File: config.mk
export PLATFORM = sky130hd
export DESIGN_NAME = uart_rx_engine
export DESIGN_NICKNAME = d
export VERILOG_FILES = /design/src/rtl/uart_rx_pkg.sv /design/src/rtl/uart_rx_engine_fifo.sv /design/src/rtl/uart_rx_engine.sv
export SDC_FILE = /design/constraint.sdc
export NUM_CORES = 1
export LEC_CHECK = 0
export CORE_MARGIN = 5
export CORE_UTILIZATION = 60
export CTS_CLUSTER_SIZE = 30
export DETAILED_ROUTE_END_ITERATION = 8
export HOLD_SLACK_MARGIN = 0.03
export PLACE_DENSITY = 0.79
export SLEW_MARGIN = 25
export SYNTH_ARGS = -nofsm -noshare
export SYNTH_HDL_FRONTEND = slang
export SYNTH_SLANG_ARGS = --single-unit
export TNS_END_PERCENT = 1
File: constraint.sdc
create_clock -name clock -period 5.65 [get_ports clock]
set_input_delay 1.13 -clock clock [delete_from_list [all_inputs] [get_ports clock]]
set_output_delay 1.13 -clock clock [all_outputs]
set_load 0.005 [all_outputs]
File: src/rtl/uart_rx_pkg.sv
// Shared types and helpers for the UART receive engine.
// Parity rules and the per-entry error flags live here so the engine and any checker agree.
package uart_rx_pkg;

   typedef enum logic [1:0] {
      PAR_NONE = 2'd0,
      PAR_EVEN = 2'd1,
      PAR_ODD  = 2'd2
   } parity_mode_e;

   typedef enum logic [2:0] {
      ST_IDLE     = 3'd0,
      ST_START    = 3'd1,
      ST_DATA     = 3'd2,
      ST_PARITY   = 3'd3,
      ST_STOP1    = 3'd4,
      ST_STOP2    = 3'd5,
      ST_BRK_WAIT = 3'd6
   } rx_state_e;

   typedef struct packed {
      logic perr;
      logic ferr;
   } rx_flags_t;

   function automatic logic par_enabled(input logic [1:0] mode);
      return (mode == PAR_EVEN) || (mode == PAR_ODD);
   endfunction

   // data_xor is the XOR of all received data bits; mode 3 behaves as no parity.
   function automatic logic par_error(input logic [1:0] mode, input logic data_xor,
                                      input logic par_bit);
      case (mode)
         PAR_EVEN: return data_xor ^ par_bit;
         PAR_ODD:  return ~(data_xor ^ par_bit);
         default:  return 1'b0;
      endcase
   endfunction

   function automatic rx_flags_t make_flags(input logic perr, input logic ferr);
      rx_flags_t f;
      f.perr = perr;
      f.ferr = ferr;
      return f;
   endfunction

endpackage

File: src/rtl/uart_rx_engine_fifo.sv
// Synchronous show-ahead FIFO for received characters.
// A push into a full FIFO is still accepted when a pop happens in the same cycle.
module uart_rx_fifo #(
   parameter int WIDTH = 10,
   parameter int DEPTH = 16
) (
   input  logic                     clk_i,
   input  logic                     reset_i,
   input  logic                     push_i,
   input  logic [WIDTH-1:0]         data_i,
   input  logic                     pop_i,
   output logic [WIDTH-1:0]         head_o,
   output logic                     valid_o,
   output logic [$clog2(DEPTH):0]   count_o,
   output logic                     overrun_o
);
   localparam int PTR_W = $clog2(DEPTH);
   localparam int CNT_W = PTR_W + 1;

   logic [WIDTH-1:0] mem_q [DEPTH];
   logic [PTR_W-1:0] wr_ptr_q;
   logic [PTR_W-1:0] rd_ptr_q;
   logic [CNT_W-1:0] count_q;
   logic             overrun_q;
   logic             pop_s;
   logic             accept_s;

   always_comb begin
      pop_s    = pop_i && (count_q != {CNT_W{1'b0}});
      accept_s = push_i && ((count_q < CNT_W'(DEPTH)) || pop_s);
   end

   always_ff @(posedge clk_i) begin
      if (accept_s) begin
         mem_q[wr_ptr_q] <= data_i;
      end
   end

   // Pointers wrap naturally because DEPTH is a power of two.
   always_ff @(posedge clk_i) begin
      if (reset_i) begin
         wr_ptr_q  <= {PTR_W{1'b0}};
         rd_ptr_q  <= {PTR_W{1'b0}};
         count_q   <= {CNT_W{1'b0}};
         overrun_q <= 1'b0;
      end else begin
         overrun_q <= push_i && !accept_s;
         if (accept_s) begin
            wr_ptr_q <= wr_ptr_q + PTR_W'(1);
         end
         if (pop_s) begin
            rd_ptr_q <= rd_ptr_q + PTR_W'(1);
         end
         case ({accept_s, pop_s})
            2'b10:   count_q <= count_q + CNT_W'(1);
            2'b01:   count_q <= count_q - CNT_W'(1);
            default: count_q <= count_q;
         endcase
      end
   end

   always_comb begin
      if (count_q != {CNT_W{1'b0}}) begin
         head_o = mem_q[rd_ptr_q];
      end else begin
         head_o = {WIDTH{1'b0}};
      end
      valid_o   = (count_q != {CNT_W{1'b0}});
      count_o   = count_q;
      overrun_o = overrun_q;
   end

endmodule

File: src/rtl/uart_rx_engine.sv
// Oversampling UART receiver: synchronises rxd, deframes characters with optional parity
// and one or two stop bits, detects break, and queues {perr, ferr, data} in a FIFO.
module uart_rx_engine
   import uart_rx_pkg::*;
#(
   parameter int DATA_BITS  = 8,
   parameter int OVERSAMPLE = 16,
   parameter int FIFO_DEPTH = 16,
   parameter int DIV_W      = 16,
   parameter int RX_THRESH  = 8
) (
   input  logic                          clock,
   input  logic                          reset,
   input  logic [DIV_W-1:0]              baud_div,
   input  logic [1:0]                    parity_mode,
   input  logic                          stop_bits,
   input  logic                          rxd,
   input  logic                          rd_en,
   output logic [DATA_BITS-1:0]          rd_data,
   output logic                          rd_perr,
   output logic                          rd_ferr,
   output logic                          rd_valid,
   output logic [$clog2(FIFO_DEPTH):0]   fifo_count,
   output logic                          overrun,
   output logic                          break_det,
   output logic                          intrpt
);
   localparam int SAMP_W = $clog2(OVERSAMPLE);
   localparam int BIT_W  = $clog2(DATA_BITS);
   localparam int CNT_W  = $clog2(FIFO_DEPTH) + 1;
   localparam logic [SAMP_W-1:0] HALF_M1  = SAMP_W'(OVERSAMPLE / 2 - 1);
   localparam logic [SAMP_W-1:0] FULL_M1  = SAMP_W'(OVERSAMPLE - 1);
   localparam logic [BIT_W-1:0]  LAST_BIT = BIT_W'(DATA_BITS - 1);

   typedef struct packed {
      rx_flags_t              flags;
      logic [DATA_BITS-1:0]   data;
   } rx_entry_t;

   logic [1:0]            sync_q;
   logic                  rxd_s;
   logic [DIV_W-1:0]      tick_cnt_q;
   logic [DIV_W-1:0]      tick_cnt_d;
   logic [DIV_W-1:0]      reload_s;
   logic                  tick_s;
   logic                  start_s;

   rx_state_e             state_q;
   logic [SAMP_W-1:0]     samp_q;
   logic [BIT_W-1:0]      bit_cnt_q;
   logic [DATA_BITS-1:0]  shift_q;
   logic                  par_acc_q;
   logic                  par_bit_q;
   logic                  perr_q;
   logic                  ferr_q;
   logic [1:0]            pm_q;
   logic                  sb_q;
   logic                  break_q;

   logic                  samp_done_s;
   logic                  data_zero_s;
   logic                  brk_s;
   logic                  push_s;
   logic                  ferr_s;
   logic                  ovr_s;
   rx_entry_t             entry_s;
   rx_entry_t             head_s;
   logic [CNT_W-1:0]      count_s;

   assign rxd_s = sync_q[1];

   // Tick reload and restart; a zero divider behaves like one.
   always_comb begin
      if (baud_div == {DIV_W{1'b0}}) begin
         reload_s = {DIV_W{1'b0}};
      end else begin
         reload_s = baud_div - DIV_W'(1);
      end
      start_s = (state_q == ST_IDLE) && !rxd_s;
      tick_s  = (tick_cnt_q == {DIV_W{1'b0}});
      if (start_s || tick_s) begin
         tick_cnt_d = reload_s;
      end else begin
         tick_cnt_d = tick_cnt_q - DIV_W'(1);
      end
   end

   always_ff @(posedge clock) begin
      if (reset) begin
         sync_q     <= 2'b11;
         tick_cnt_q <= {DIV_W{1'b0}};
      end else begin
         sync_q     <= {sync_q[0], rxd};
         tick_cnt_q <= tick_cnt_d;
      end
   end

   // Stop-bit decisions are combinational so the push lands on the final sample edge.
   always_comb begin
      samp_done_s = tick_s && (samp_q == ((state_q == ST_START) ? HALF_M1 : FULL_M1));
      data_zero_s = (shift_q == {DATA_BITS{1'b0}});
      push_s      = 1'b0;
      brk_s       = 1'b0;
      ferr_s      = ferr_q;
      if (samp_done_s && (state_q == ST_STOP1)) begin
         ferr_s = ~rxd_s;
         if (!rxd_s && data_zero_s && !(par_enabled(pm_q) && par_bit_q)) begin
            brk_s = 1'b1;
         end else if (!sb_q) begin
            push_s = 1'b1;
         end else begin
            push_s = 1'b0;
         end
      end else if (samp_done_s && (state_q == ST_STOP2)) begin
         ferr_s = ferr_q | ~rxd_s;
         push_s = 1'b1;
      end else begin
         push_s = 1'b0;
      end
      entry_s.flags = make_flags(perr_q, ferr_s);
      entry_s.data  = shift_q;
   end

   always_ff @(posedge clock) begin
      if (reset) begin
         state_q   <= ST_IDLE;
         samp_q    <= {SAMP_W{1'b0}};
         bit_cnt_q <= {BIT_W{1'b0}};
         shift_q   <= {DATA_BITS{1'b0}};
         par_acc_q <= 1'b0;
         par_bit_q <= 1'b0;
         perr_q    <= 1'b0;
         ferr_q    <= 1'b0;
         pm_q      <= 2'b00;
         sb_q      <= 1'b0;
         break_q   <= 1'b0;
      end else begin
         break_q <= brk_s;
         case (state_q)
            ST_IDLE: begin
               if (!rxd_s) begin
                  state_q   <= ST_START;
                  samp_q    <= {SAMP_W{1'b0}};
                  pm_q      <= parity_mode;
                  sb_q      <= stop_bits;
                  par_acc_q <= 1'b0;
                  par_bit_q <= 1'b0;
                  perr_q    <= 1'b0;
                  ferr_q    <= 1'b0;
               end
            end
            ST_START: begin
               if (samp_done_s) begin
                  samp_q    <= {SAMP_W{1'b0}};
                  bit_cnt_q <= {BIT_W{1'b0}};
                  state_q   <= rxd_s ? ST_IDLE : ST_DATA;
               end else if (tick_s) begin
                  samp_q <= samp_q + SAMP_W'(1);
               end
            end
            ST_DATA: begin
               if (samp_done_s) begin
                  samp_q    <= {SAMP_W{1'b0}};
                  shift_q   <= {rxd_s, shift_q[DATA_BITS-1:1]};
                  par_acc_q <= par_acc_q ^ rxd_s;
                  if (bit_cnt_q == LAST_BIT) begin
                     state_q <= par_enabled(pm_q) ? ST_PARITY : ST_STOP1;
                  end else begin
                     bit_cnt_q <= bit_cnt_q + BIT_W'(1);
                  end
               end else if (tick_s) begin
                  samp_q <= samp_q + SAMP_W'(1);
               end
            end
            ST_PARITY: begin
               if (samp_done_s) begin
                  samp_q    <= {SAMP_W{1'b0}};
                  par_bit_q <= rxd_s;
                  perr_q    <= par_error(pm_q, par_acc_q, rxd_s);
                  state_q   <= ST_STOP1;
               end else if (tick_s) begin
                  samp_q <= samp_q + SAMP_W'(1);
               end
            end
            ST_STOP1: begin
               if (samp_done_s) begin
                  samp_q <= {SAMP_W{1'b0}};
                  ferr_q <= ferr_s;
                  if (brk_s) begin
                     state_q <= ST_BRK_WAIT;
                  end else if (sb_q) begin
                     state_q <= ST_STOP2;
                  end else begin
                     state_q <= ST_IDLE;
                  end
               end else if (tick_s) begin
                  samp_q <= samp_q + SAMP_W'(1);
               end
            end
            ST_STOP2: begin
               if (samp_done_s) begin
                  samp_q  <= {SAMP_W{1'b0}};
                  state_q <= ST_IDLE;
               end else if (tick_s) begin
                  samp_q <= samp_q + SAMP_W'(1);
               end
            end
            ST_BRK_WAIT: begin
               if (rxd_s) begin
                  state_q <= ST_IDLE;
               end
            end
            default: begin
               state_q <= ST_IDLE;
            end
         endcase
      end
   end

   uart_rx_fifo #(
      .WIDTH (DATA_BITS + 2),
      .DEPTH (FIFO_DEPTH)
   ) u_fifo (
      .clk_i     (clock),
      .reset_i   (reset),
      .push_i    (push_s),
      .data_i    (entry_s),
      .pop_i     (rd_en),
      .head_o    (head_s),
      .valid_o   (rd_valid),
      .count_o   (count_s),
      .overrun_o (ovr_s)
   );

   always_comb begin
      rd_data    = head_s.data;
      rd_perr    = head_s.flags.perr;
      rd_ferr    = head_s.flags.ferr;
      fifo_count = count_s;
      overrun    = ovr_s;
      break_det  = break_q;
      intrpt     = (count_s >= CNT_W'(RX_THRESH));
   end

endmodule
==> results of run 1 <==
-- logic make-up after synthesis --
family / synth area share (%)
buf+inv: 2.157
flops: 61.69
mux: 13.38
compound gates: 4.928
fa+ha+maj: 2.043
xor+xnor: 2.860
simple gates: 12.95
-- worst register-to-register path, cell delays in order (launching register included) --
cell and delay [ns]:
dfxtp_1 0.35, or4_4 0.59, or4_1 0.69, or4_1 0.74, nor3_4 0.49, inv_1 0.13
ha_1 0.33, xor2_1 0.18, ha_1 0.23, nand2b_1 0.08, a21boi_0 0.12, o21a_1 0.21
or4_1 0.46, a21oi_1 0.15
-- layout make-up --
cell class,count,area [um^2]
clock inverter,14,88.84
inverter,11,41.29
tap,216,270.3
sequential,222,6047
timing repair buffer,49,465.4
clock buffer,25,583.1
multi-input combinational,423,3558
fill,1065,4888
-- registers in the layout (all words and copies together) (netlist names), 4 cells and up, named ones only --
| name | count |
|---|---|
| u_fifo.wr_ptr_q | 4 |
| shift_q | 8 |
| samp_q | 4 |
| u_fifo.rd_ptr_q | 4 |
| u_fifo.count_o | 5 |
| u_fifo.mem_q | 160 |
| tick_cnt_q | 16 |
-- synthesized netlist by cell type (all sizes together) (6+ instances only) --
cell type	instances	area [um^2]
a211oi	6	45.04
a21oi	31	155.2
and2	12	75.07
and3	18	112.6
buf	11	61.30
clkbuf	29	108.9
dfxtp	62	1241
edfxtp	160	4805
ha	16	200.2
inv	11	41.29
mux2i	14	140.1
mux4	50	1126
nand2	32	120.1
nand2b	13	81.33
nand3	15	75.07
nand4	10	62.56
nor2	43	161.4
nor2b	13	81.33
nor3	16	91.34
nor4	18	112.6
o21ai	13	65.06
or2	7	43.79
or3	7	45.05
or4	9	71.32
xnor2	11	96.34
xor2	21	183.9
-- stage by stage --
stage                     total power, mW  hold slack [ns]
after detailed placement            2.229           0.3982
after global placement              2.209           0.3936
after CTS                           3.584           0.4210
after floorplan                     2.133           0.3895
after global routing                3.725           0.4387
final                               3.570           0.4146
-- power by group --
group	internal [mW]	leakage, nW	total (mW)	switching [mW]
sequential	1.76	2.02	1.81	0.0435
clock	0.750	0.326	1.36	0.611
combinational	0.165	1.36	0.400	0.236
total	2.68	3.71	3.57	0.890
-- worst paths after layout --
| check | to | slack [ns] | cells after the start |
|---|---|---|---|
| worst min register to register | sync_q[1] | 0.41 | 1 |
| worst min-delay path | sync_q[1] | 0.41 | 1 |
| worst max register to register | u_fifo.count_o[4] | 0.86 | 13 |
| worst max-delay path | u_fifo.count_o[4] | 0.86 | 13 |
-- metal layers --
| metal | vias up | part of all wire (%) | wire (um) | GRT usage (%) |
|---|---|---|---|---|
| li1 | 2753 | - | - | - |
| met2 | 226 | 53 | 11460 | 41.30 |
| met1 | 3047 | 39 | 8489 | 30.79 |
| met3 | 52 | 5.9 | 1281 | 4.091 |
| met5 | - | 0 | 0 | 0 |
| met4 | 0 | 2.7 | 585 | 7.409 |
-- placed cells by master, fill, tap and decap left out, types with 6 or more instances in the layout --
master / instances
or4_1: 8
xor2_1: 21
nor2b_1: 13
buf_4: 8
a211oi_1: 6
or2_2: 7
and3_1: 18
and2_1: 12
a21oi_1: 30
nor3_1: 14
xnor2_1: 11
nand4_1: 10
clkbuf_16: 23
ha_1: 16
mux4_2: 50
dfxtp_1: 61
nor4_1: 17
inv_1: 11
nand2_1: 32
o21ai_0: 13
clkdlybuf4s50_1: 40
nor2_1: 43
mux2i_1: 14
edfxtp_1: 160
nand3_1: 15
nand2b_1: 13
or3_1: 6
==> results.tsv, run 1 <==
metric	value	unit
WL/cell	22.72	um
post-layout minimum cycle time	4.794	ns
ANT nets after route	0	
first-pass GRT wire length	34000	um
Crit path max-delay family	simple AND/OR/NAND/NOR gates	
cell count after synthesis	696	
CTS Hold Buffers Added	0	
layout cell share with drive strength beyond 1	15.32	%
reg2reg start	tick_cnt_q[10]	
# port buffers	41	
Post-synth ARST share	0	%
Max FO, Critical Path	17	
Pre-antenna DRT Iters	5	
# setup viols final	0	
CTS sink count	222	
CP required	6.10	ns
post-CTS setup buffers	0	
via count	6078	
Critical-path top delay cell	or4_1	
CP startpoint	tick_cnt_q[10]	
DRC	0	
DP Worst Slack	0.9415	ns
# Max-Cap Violations	0	
syn_nets	735	
die width	137.8	um
vias in the first global route	6061	
initial core utilization	61.47	%
CP bufs+invs	1	
TritonCTS Buffers	23	
Placed Area	10370	um^2
Final Cell Area	11050	um^2
Die Span Y	137.8	um
unrepaired setup endpoints after global routing	no	
worst hold start	sync_q[0]	
total number of H-tree levels	1	
Post-synth EDFFs	160	
largest net degree at the start of global routing	67	
cell area after synthesis	9801	um^2
clk_lat worst skew	0.52	ns
synthesized area per cell	14.08	um^2
critical path arrival	5.24	ns
initial drt markers	574	
core area	15940	um^2
Die ar.	18990	um^2
Max VDD drop	0.2532	mV
ys flop type	edfxtp_1	
fin crit share	84.86	%
YS warnings	0	
grt ovf	0	
Area growth syn-to-layout	12.79	%
relative slew slack	45.03	%
GP Congestion	0.9052	
Clock Skew	0.01944	ns
final slew viol count	0	
FF+latch count, synth	222	
Clock Tree Buf Depth	3	
TritonCTS clock tree	built	
Crit path top cell by count	or4_1	
clk root buf	clkbuf_16	
I/O Pins	42	
Distinct cells, synth	55	
post-synthesis sequential area ratio	61.69	%
final setup TNS	0	ns
Util after Layout	69.34	%
post-cts resize count	0	
clk slew on worst S/H paths	0.06	ns
CP cell instances	or4_4, or4_1, or4_1, nor3_4, inv_1, ha_1, xor2_1, ha_1, nand2b_1, a21boi_0, o21a_1, or4_1, a21oi_1	
crit path launch type	flop	
final hold vios	0	
Tightest Hold Check Type	flop to flop	
leakage	3.711	nW
Pwr Density	322.9	nW/um^2
antenna diode count	0	
slowest stage delay, CP	0.74	ns
FP Rows	46	
worst setup path category	flop to flop	
outcome	complete, no violations	
gr usage total	23.80	%
HPWL Detailed	13290	um
vias per cell	6.331	
initial antenna violation count	0	
# nets final	769	
Final Non-Filler Cells	960	
Crit. End Element	flop	
dpl cells	921	
Max Clk Rate	208.6	MHz
drt total wl	21810	um
Final WS setup	0.8556	ns
Worst-Margin Slew	0.8235	ns
Power figures use the tool's default switching activity.
==> run 2: changes to the inputs <==
- CORE_UTILIZATION: 60 -> 55
- PLACE_DENSITY: 0.79 -> 0.76
- clock period: 5.65 -> 4.1 ns (I/O delays scaled with it)
==> run 2 against run 1 <==
  * Count of clock-buffer cells in the layout is 7 higher
  * Clock power is 51% higher
  * Core utilization is 4.6 points lower
  * Critical endpoint unchanged
==> results.tsv, run 2 (synthesis gave the netlist of run 1 again) <==
metric	value	unit	change
Worst-Margin Slew	1.037	ns	+0.2131 ns
Max Clk Rate	256.9	MHz	+23%
biggest regs	u_fifo.mem_q: 160 flops, tick_cnt_q: 16 flops, shift_q: 8 flops		
initial core utilization	56.27	%	-5.2 points
via count	6076		-0.033%
Tot Pwr	5.107	mW	+43%
Area growth syn-to-layout	15.09	%	
R2R depth	13		unchanged
TritonCTS clock tree	built		
core area	17420	um^2	+9.2%
dpl cells	943		+2.4%
Util after Layout	64.76	%	-4.6 points
worst setup path category	flop to flop		
worst hold start	sync_q[0]		
Max FO, Critical Path	8		-9
ANT nets after route	0		unchanged
Pwr Density	452.8	nW/um^2	+40%
WL/cell	21.05	um	-7.4%
crit path launch type	flop		
layout cell share with drive strength beyond 1	17.37	%	+2.0 points
die width	143.5	um	+4.1%
vias in the first global route	6097		+0.59%
# Max-Cap Violations	0		unchanged
commonest non-fill, non-tap cell in the layout	edfxtp_1		
Largest register FFs	160		unchanged
most frequent cells in the layout	edfxtp_1 (160), dfxtp_1 (60), mux4_2 (50)		
slowest stage delay, CP	0.59	ns	-0.15 ns
HPWL Detailed	13030	um	-1.9%
Critical-path top delay cell	or4_4		
fin crit share	94.95	%	+10 points
# setup viols final	0		unchanged
total number of H-tree levels	1		unchanged
initial drt markers	513		-11%
gr usage total	20.75	%	-3.0 points
GP Congestion	0.9188		+1.5%
drt total wl	20730	um	-4.9%
vias per cell	6.169		-2.6%
clk root buf	clkbuf_16		
Die Span Y	143.5	um	+4.1%
Tightest Hold Check Type	flop to flop		
post-cts resize count	0		unchanged
largest net degree at the start of global routing	48		-28%
final hold vios	0		unchanged
post-CTS setup buffers	0		unchanged
Pre-antenna DRT Iters	5		unchanged
grt ovf	0		unchanged
# nets final	782		+1.7%
Max VDD drop	0.3733	mV	+47%
CTS sink count	222		unchanged
CTS Hold Buffers Added	0		unchanged
Crit path top cell by count	or4_4		
filler instances	1201		+13%
Hold Path End	sync_q[1]		
Clock Skew	0.02036	ns	+0.0009217 ns
unrepaired setup endpoints after global routing	no		
antenna diode count	0		unchanged
final setup TNS	0	ns	unchanged
first-pass GRT wire length	33320	um	-2.0%
relative slew slack	30.89	%	-14 points
Clock Tree Buf Depth	3		unchanged
R2R Setup Slk	0.21	ns	-0.65 ns
CP cell instances	or4_4, or4_4, or4_4, nor3_4, inv_4, ha_4, xor2_1, ha_2, nand2b_1, a21boi_1, o21a_1, or4_1, a21oi_1		
hold path depth	1		unchanged
CP bufs+invs	1		unchanged
leakage	3.825	nW	+3.1%
FP Rows	48		+4.3%
clk slew on worst S/H paths	0.06	ns	about the same
clk_lat worst skew	0.52	ns	about the same
critical path arrival	4.33	ns	-0.91 ns
final slew viol count	0		unchanged
# port buffers	41		unchanged
outcome	complete, no violations		
Final Non-Filler Cells	985		+2.6%
DRC	0		unchanged
Crit Reg-Reg Endpoint	u_fifo.count_o[4]		
initial antenna violation count	0		unchanged
I/O Pins	42		unchanged
reg2reg start	tick_cnt_q[13]		
CP required	4.54	ns	-1.56 ns
post-layout minimum cycle time	3.893	ns	-0.9014 ns
Crit. End Element	flop		
TritonCTS Buffers	23		unchanged
Die ar.	20590	um^2	+8.4%
Crit path max-delay family	simple AND/OR/NAND/NOR gates		
Top reg by flops	u_fifo.mem_q		
## run 2: worst max path at each step
stage	slack, ns	cells after the start	from	end
2_1_floorplan	0.05	17	tick_cnt_q[13]	u_fifo.count_o[4]
3_3_place_gp	0.34	13	tick_cnt_q[13]	u_fifo.count_o[4]
3_5_place_dp	0.24	13	tick_cnt_q[13]	u_fifo.count_o[4]
4_1_cts	0.22	13	tick_cnt_q[13]	u_fifo.count_o[4]
5_1_grt	0.06	13	tick_cnt_q[13]	u_fifo.count_o[4]
6_report	0.21	13	tick_cnt_q[13]	u_fifo.count_o[4]
## run 2: worst register-to-register path, delay by kind of cell (launching register included)
family / cells / cell delay (ns)
buffers and inverters: 1 / 0.06
and+or+nand+nor: 6 / 2.48
adders and majority gates: 2 / 0.39
AOI/OAI and AO/OA: 3 / 0.42
xor gates and xnor gates: 1 / 0.15
DFF: 1 / 0.33
## run 2: where the power goes
group          switching, mW  leakage (nW)  internal (mW)
registers             0.0591          2.02           2.43
logic                  0.319          1.44          0.233
clock network          0.838         0.366           1.23
## run 2: per-stage QoR
step | setup WS, ns | area [um^2] | hold WS, ns
6_report | 0.2070 | 11280 | 0.4132
5_1_grt | 0.06121 | 11280 | 0.4515
4_1_cts | 0.2194 | 11280 | 0.4164
3_5_place_dp | 0.2376 | 10520 | 0.3972
3_3_place_gp | 0.3404 | 10520 | 0.3953
2_1_floorplan | 0.04610 | 9849 | 0.3895
## run 2: area by class of cell
type / instances / area, um^2 / share of cell area (%)
Clock buffer: 32 / 639.4 / 5.668
Clock inverter: 10 / 118.9 / 1.054
Inverter: 11 / 43.79 / 0.3882
Multi-Input combinational cell: 423 / 3572 / 31.67
Sequential cell: 222 / 6048 / 53.62
Tap cell: 225 / 281.5 / 2.496
Timing Repair Buffer: 62 / 575.6 / 5.103
## run 2: metal layers
layer | part of all wire, % | global-route usage, % | routed length [um] | vias up
met2 | 51 | 35.81 | 10650 | 227
met3 | 6.1 | 3.428 | 1261 | 37
met4 | 2.3 | 5.154 | 477 | 0
met1 | 40 | 27.76 | 8347 | 3025
met5 | 0 | 0 | 0 | -
li1 | - | - | - | 2787
